## config.mk

```make
export PLATFORM = sky130hd
export DESIGN_NAME = alu_op_issuer
export DESIGN_NICKNAME = d
export VERILOG_FILES = /design/src/rtl/alu_op_issuer.sv
export SDC_FILE = /design/constraint.sdc
export NUM_CORES = 1
export LEC_CHECK = 0
export ABC_AREA = 1
export BUFFER_PORTS_ARGS = -buffer_cell sky130_fd_sc_hd__buf_2
export CELL_PAD_IN_SITES_DETAIL_PLACEMENT = 1
export CELL_PAD_IN_SITES_GLOBAL_PLACEMENT = 1
export CORE_UTILIZATION = 37
export DETAILED_ROUTE_END_ITERATION = 6
export GPL_ROUTABILITY_DRIVEN = 0
export PLACE_DENSITY = 0.94
export REMOVE_ABC_BUFFERS = 1
export SYNTH_ARGS = -nofsm -noshare
export SYNTH_HDL_FRONTEND = slang
export SYNTH_SLANG_ARGS = --single-unit
```

## constraint.sdc

```tcl
create_clock -name clk -period 2.6 [get_ports clk]
set_input_delay 0.13 -clock clk [delete_from_list [all_inputs] [get_ports clk]]
set_output_delay 0.13 -clock clk [all_outputs]
set_load 0.005 [all_outputs]
```

## src/rtl/alu_op_issuer.sv

```systemverilog
// Sequential front end for the combinational 32-bit ALU: registers a request onto the
// ALU inputs, waits out gate propagation, captures result and flags, returns them.
module alu_op_issuer #(
  parameter int unsigned SETTLE_CYCLES = 4,
  parameter int unsigned COUNT_W       = 16
) (
  input  logic               clk,
  input  logic               reset_n,
  input  logic               req_valid,
  output logic               req_ready,
  input  logic [31:0]        req_a,
  input  logic [31:0]        req_b,
  input  logic [2:0]         req_op,
  output logic [31:0]        alu_a,
  output logic [31:0]        alu_b,
  output logic [2:0]         alu_control,
  input  logic [31:0]        alu_out,
  input  logic               alu_carryout,
  input  logic               alu_overflow,
  input  logic               alu_zero,
  output logic               rsp_valid,
  input  logic               rsp_ready,
  output logic [31:0]        rsp_result,
  output logic               rsp_carryout,
  output logic               rsp_overflow,
  output logic               rsp_zero,
  output logic               busy,
  output logic [COUNT_W-1:0] op_count
);

  // state  | meaning
  // IDLE   | ready for a request, ALU inputs hold last issued values
  // SETTLE | ALU inputs stable, counting down gate propagation time
  // RESP   | captured result presented, waiting for consumer
  typedef enum logic [1:0] {
    IDLE   = 2'd0,
    SETTLE = 2'd1,
    RESP   = 2'd2
  } state_t;

  // A zero settle interval still needs one edge for the ALU inputs to propagate.
  localparam int unsigned SETTLE_EFF  = (SETTLE_CYCLES == 0) ? 1 : SETTLE_CYCLES;
  localparam logic [7:0]  SETTLE_LOAD = 8'(SETTLE_EFF - 1);

  state_t     state;
  state_t     state_next;
  logic [7:0] settle_cnt;
  logic       accept;
  logic       capture;
  logic       handshake;
  logic       arith_op;

  always_ff @(posedge clk or negedge reset_n) begin
    if (!reset_n) begin
      state <= IDLE;
    end else begin
      state <= state_next;
    end
  end

  always_comb begin
    state_next = state;
    req_ready  = 1'b0;
    rsp_valid  = 1'b0;
    busy       = 1'b0;
    accept     = 1'b0;
    capture    = 1'b0;
    handshake  = 1'b0;
    case (state)
      IDLE: begin
        req_ready = 1'b1;
        if (req_valid) begin
          accept     = 1'b1;
          state_next = SETTLE;
        end
      end
      SETTLE: begin
        busy = 1'b1;
        if (settle_cnt == 8'd0) begin
          capture    = 1'b1;
          state_next = RESP;
        end
      end
      RESP: begin
        busy      = 1'b1;
        rsp_valid = 1'b1;
        if (rsp_ready) begin
          handshake  = 1'b1;
          state_next = IDLE;
        end
      end
      default: begin
        state_next = IDLE;
      end
    endcase
  end

  always_ff @(posedge clk or negedge reset_n) begin
    if (!reset_n) begin
      settle_cnt <= 8'd0;
    end else if (accept) begin
      settle_cnt <= SETTLE_LOAD;
    end else if (state == SETTLE && settle_cnt != 8'd0) begin
      settle_cnt <= settle_cnt - 8'd1;
    end
  end

  always_ff @(posedge clk or negedge reset_n) begin
    if (!reset_n) begin
      alu_a       <= '0;
      alu_b       <= '0;
      alu_control <= '0;
    end else if (accept) begin
      alu_a       <= req_a;
      alu_b       <= req_b;
      alu_control <= req_op;
    end
  end

  // Carry and overflow are only meaningful for ADD and SUB.
  assign arith_op = (alu_control == 3'd0) || (alu_control == 3'd1);

  always_ff @(posedge clk or negedge reset_n) begin
    if (!reset_n) begin
      rsp_result   <= '0;
      rsp_carryout <= 1'b0;
      rsp_overflow <= 1'b0;
      rsp_zero     <= 1'b0;
    end else if (capture) begin
      rsp_result   <= alu_out;
      rsp_carryout <= alu_carryout & arith_op;
      rsp_overflow <= alu_overflow & arith_op;
      rsp_zero     <= alu_zero;
    end
  end

  always_ff @(posedge clk or negedge reset_n) begin
    if (!reset_n) begin
      op_count <= '0;
    end else if (handshake) begin
      op_count <= op_count + COUNT_W'(1);
    end
  end

endmodule

```

# Word-level counts from Yosys, hierarchy flattened
# Index checks and enable logic that the tools add are counted.
# word_totals
output_inout_bits	121
wordCells	44
reg_bits	128
in_bits	106
# classes
eq_ne	6
n_reduce_logical	9
addsub	2
n_bitwise	2
muxes	15
# ops
operator	n
$add 16x1->16 const B	1
$mux 8	2
$mux 1	9
$logic_not 8->1	1
$reduce_bool 8->1	1
$sub 8x1->8 const B	1
$mux 2	3
$ne 2x2->1 const B	3
$pmux 2 s3	1
$eq 3x1->1 const B	1
$logic_not 3->1	1
$reduce_and 3->1	1
$and 1x1->1	2
$eq 2x1->1 const B	1
$eq 2x2->1 const B	1
$logic_not 2->1	1
$reduce_bool 2->1	1
$reduce_or 2->1	1
$logic_and 1x1->1	1
$logic_or 1x1->1	1

# Longest topological paths before layout
# logic_depth
depth_word	4
depth_mapped	9
ltp_nobuf	9

# Worst setup path before layout
# Ideal clock, no wire load.
# synth_timing
kind	register to register
from	register state[0]
to	register settle_cnt[1]
path_buffers	2
setup_time_ns	0.142
synth_period_minus_slack_ns	1.536
arrival_ns	1.393
stages_incl_launch_ff	7
slack_ns	1.064
t_required_ns	2.458
cell_sequence	dfrtp_1 -> inv_1 -> ha_1 -> nand2_1 -> clkbuf_1 -> buf_1 -> o211ai_1
# synth_via
elab_chain_len	3
elab_cells_between_ends	6
classes_between	eq/ne: 1; mux: 2; reduce/logical: 3
# synth_rtl
element	line	rtl
start: declaration	45	state_t state;
start signal: assignment	57	state <= state_next;
$logic_not 2->1 or $eq 2x1->1 (tied branches)	69, 103	
$mux 1 or $logic_and 1x1->1 (tied branches)	69, 103	
$mux 8 or $reduce_bool 2->1 (tied branches)	--	
end signal: assignment	104	settle_cnt <= settle_cnt - 8'd1;
end: declaration	47	logic [7:0] settle_cnt;
# Several ways; a longest one is shown, not always the timed one.
# A chain may end at the register's enable or synchronous reset.

# Worst setup path in the final report
# layout_timing
from	register settle_cnt[0]
to	register rsp_overflow
# layout_via
elab_chain_len	3
# layout_rtl
element	line	rtl
$logic_not 8->1	79	if (settle_cnt == 8'd0) begin
$mux 1	79	
$mux 1	69	case (state)
end signal: assignment	132	rsp_overflow <= alu_overflow & arith_op;
end: declaration	25	output logic rsp_overflow,
# Every way passes these cells.

==> results by group <==
Finish
  – Layout Nets: 1047
  – P&R area growth vs syn: 53.7%
  – Fillers: 1623
  – Storage cell area: between 0.003 and 0.004 mm²
  – Footprint of the multi-input gates: ~0.0019 mm²
  – Layout Cells excl Fill: roughly 1100
  – Fraction of layout instances using a drive strength above 1: roughly 28%

Placed design
  – HPWL Detailed: 12.0 mm
  – IO Port Bufs: ~230
  – Dpl cells: roughly 1000

Global routing
  – Initial antenna violation count: 1
  – Vias in the first global route: just over 6000
  – First-pass GRT wire length: 33.4 mm
  – GRT overflow: 0
  – Largest net degree at the start of global routing: 67
  – GRT Overall Usage: ~30%

Die
  – Row count: 43
  – Core area: 0.0139 mm²
  – Die Wd: approximately 120 µm
  – Die span in y: approximately 120 µm
  – DIE AREA: roughly 0.015 mm²
  – Starting Density: 38.1%
  – Top Ports: 227

Route
  – Detailed Route WL: around 22 mm
  – Pre-antenna DRT Iters: 4
  – Initial DRC count: about 370
  – DR WL/cell: just under 20 µm
  – Via count: 5658
  – DRC Markers: 0
  – Antenna-violating nets left: 0
  – Vias per std cell: approximately 5

Hold path
  – Hold_sp: alu_out[18]
  – Hold crit path type: in2reg

Power
  – Logic pwr share: between 30 and 40%
  – Worst IR drop on VDD: around 0.52 mV
  – Clock group share of total power: roughly 25%
  – Sequential Power Share: around two fifths
  – Total power draw: 0.00912 W
  – Net Sw Frac: about two fifths
  – Total leakage power: 4.54 nW
  – Internal power of the cells: 0.00559 W
  – PD cells: 1120 mW/mm²
  – Sw Pwr: roughly 0.0035 W

Critical path
  – Cells along the critical path: inv_1 > ha_1 > nand2_1 > nor2_8 > nand2_4 > nand2_1 > o21ai_0
  – CP Capture Type: register
  – CP Launch Point: settle_cnt[0]
  – Crit-path max cell delay: between 0.4 and 0.5 ns
  – Critical path class: reg2reg
  – R2r startpoint: settle_cnt[0]
  – Worst Path Arrival: 2.37 ns
  – Maximum net fanout on the critical path: 37
  – R2r setup slk: 0.50 ns
  – CP Launch Type: register
  – Most used cell along the critical path: nand2_1
  – Slowest cell on crit path: nor2_8
  – Critical Path RT: 2.88 ns

Clock network
  – Clock Tree Buf Depth: 2
  – Clock Root Buffer: clkbuf_16
  – Clk_lat worst skew: around 0.42 ns
  – CTS tree: done
  – Clock sinks: around 130
  – TritonCTS buffer count: 17
  – CTS H-tree depth: 4
  – # Post-CTS Setup Buffers: 0
  – CTS clock-pin slew for the worst setup and hold paths: ~0.060 ns

Timing
  – Setup TNS: 0 ns
  – Hold_ws: around 0.025 ns
  – Worst Skew: approximately 0.0074 ns
  – Final Cycle Share: between 80% and 90%
  – Fmax: about 0.48 GHz
  – Final setup vio count: 0
  – Worst-Margin Slew: between 0.8 and 0.9 ns
  – Slew HR: about two fifths
  – Fin. max-slew vios: 0
  – Final hold vios: 0
  – RSZ-0062 raised after global routing: false
  – Fin crit period: roughly 2.1 ns

Synth
  – Synthesized area: roughly 0.0053 mm²
  – Seq/Total Area, Yosys: 60.3%
  – Flops & latches, synth: ~130
  – Synthesized instance count: slightly above 600
  – Synth Warn #: 0
  – Unique masters post-synth: 25
  – Synth Area per Inst: 8.69 µm²

Flow run
  – Max cap viols: 0

Status
  – Outcome: finished, final reports clean
## flip-flops by register name, indices dropped and copies added (netlist names)
name	flops
settle_cnt	8
rsp_overflow	1
op_count	16
alu_a	32
rsp_zero	1
rsp_result	32
alu_control	3
state	2
rsp_carryout	1
alu_b	32
## kinds of logic (layout without fill, tap and decap cells)
| logic type | Yosys count | in the layout | synth area share [%] |
|---|---|---|---|
| simple gates | 405 | 405 | 31.1 |
| flops | 128 | 128 | 60.3 |
| buf+inv | 48 | 381 | 3.63 |
| xor+xnor | 12 | 12 | 1.98 |
| compound gates | 10 | 10 | 1.08 |
| fa+ha+maj | 7 | 7 | 1.65 |
| mux | 1 | 1 | 0.212 |
| other cells | 0 | 1 | 0 |
## through the flow
step | cell area [µm²] | worst slack [ns] | utilization [%]
finish | 8160 | 0.504 | 58.6
global route | 8160 | 0.316 | 58.6
CTS | 8160 | 0.557 | 58.5
detailed placement | 6640 | 0.582 | 47.6
global placement | 6640 | 0.667 | 47.6
floorplan | 5200 | -0.442 | -
## worst max-delay path: cells and delay by family, from the launching register on
family	cells	cell delay [ns]
buffers and inverters	1	0.12
DFF	1	0.38
and+or+nand+nor	4	1.17
adders and majority gates	1	0.17
AOI/OAI and AO/OA	1	0.10
## final timing paths
path | to | depth (start not counted)
worst min register to register | rsp_result[5] | 2
worst max register to register | rsp_overflow | 7
min in group asynchronous | op_count[8] | 2
worst max-delay path | rsp_overflow | 7
worst min-delay path | rsp_result[18] | 3
max in group asynchronous | alu_b[22] | 3
## per-layer routing
layer	part of all wire (%)	up-vias	global-route usage, %
met2	51	271	52.4
met5	0	-	0
li1	-	2539	-
met4	3.4	0	14.0
met1	38	2786	33.5
met3	7.7	62	8.71
## synthesized netlist by cell type
| cell | number | area, µm² |
|---|---|---|
| o211ai_1 | 1 | 7.51 |
| o21ai_0 | 6 | 30.0 |
| nor2_8 | 1 | 20.0 |
| inv_1 | 22 | 82.6 |
| mux2_2 | 1 | 11.3 |
| a21o_1 | 1 | 7.51 |
| nor3_1 | 3 | 15.0 |
| nor2_2 | 1 | 6.26 |
| ha_1 | 7 | 87.6 |
| nand2_4 | 1 | 11.3 |
| inv_2 | 1 | 3.75 |
| dfrtp_1 | 128 | 3200 |
| nand2_2 | 1 | 6.26 |
| buf_1 | 2 | 7.51 |
| nor2_1 | 18 | 67.6 |
| nand2_1 | 323 | 1210 |
| xnor2_1 | 5 | 43.8 |
| nand3_1 | 46 | 230 |
| xor2_1 | 7 | 61.3 |
| o21ai_1 | 1 | 5.00 |
| buf_2 | 10 | 50.1 |
| nor2_4 | 3 | 33.8 |
| clkbuf_1 | 13 | 48.8 |
| nand4_1 | 8 | 50.1 |
| o21bai_1 | 1 | 7.51 |
## power groups by stage
stage	clock (W)	sequential (W)	combinational [W]
after floorplan	0	0.00341	0.00139
after global placement	0	0.00335	0.00282
after detailed placement	0	0.00338	0.00301
after CTS	0.00231	0.00339	0.00313
after global routing	0.00241	0.00356	0.00367
final	0.00231	0.00348	0.00333
## layout by cell type, fill, tap and decap left out, types with 2 or more instances in the layout
cell	Yosys	final
nand2_1	323	322
buf_2	10	225
dfrtp_1	128	128
dlygate4sd3_1	0	97
nand3_1	46	46
inv_1	22	22
nor2_1	18	18
clkbuf_16	0	17
nand4_1	8	8
xor2_1	7	7
ha_1	7	7
o21ai_0	6	6
xnor2_1	5	5
buf_4	0	5
clkinv_2	0	4
nor2_4	3	3
nor3_1	3	3
clkbuf_1	13	3
nand2_2	1	2
bufinv_16	0	2
clkbuf_8	0	2
buf_12	0	2
## layout make-up
cell class | count | share of cell area, %
timing repair buffer | 329 | 26.6
multi-input combinational | 435 | 23.5
tap | 180 | 2.76
clock buffer | 22 | 5.69
antenna | 1 | 0.0307
clock inverter | 7 | 1.07
inverter | 23 | 1.06
sequential | 128 | 39.3
## repair_timing
item	in CTS	in global routing
gates resized for setup	0	0
endpoints found under the hold margin	159	0
hold buffers	97	0
(Power assumes the default switching activity.)
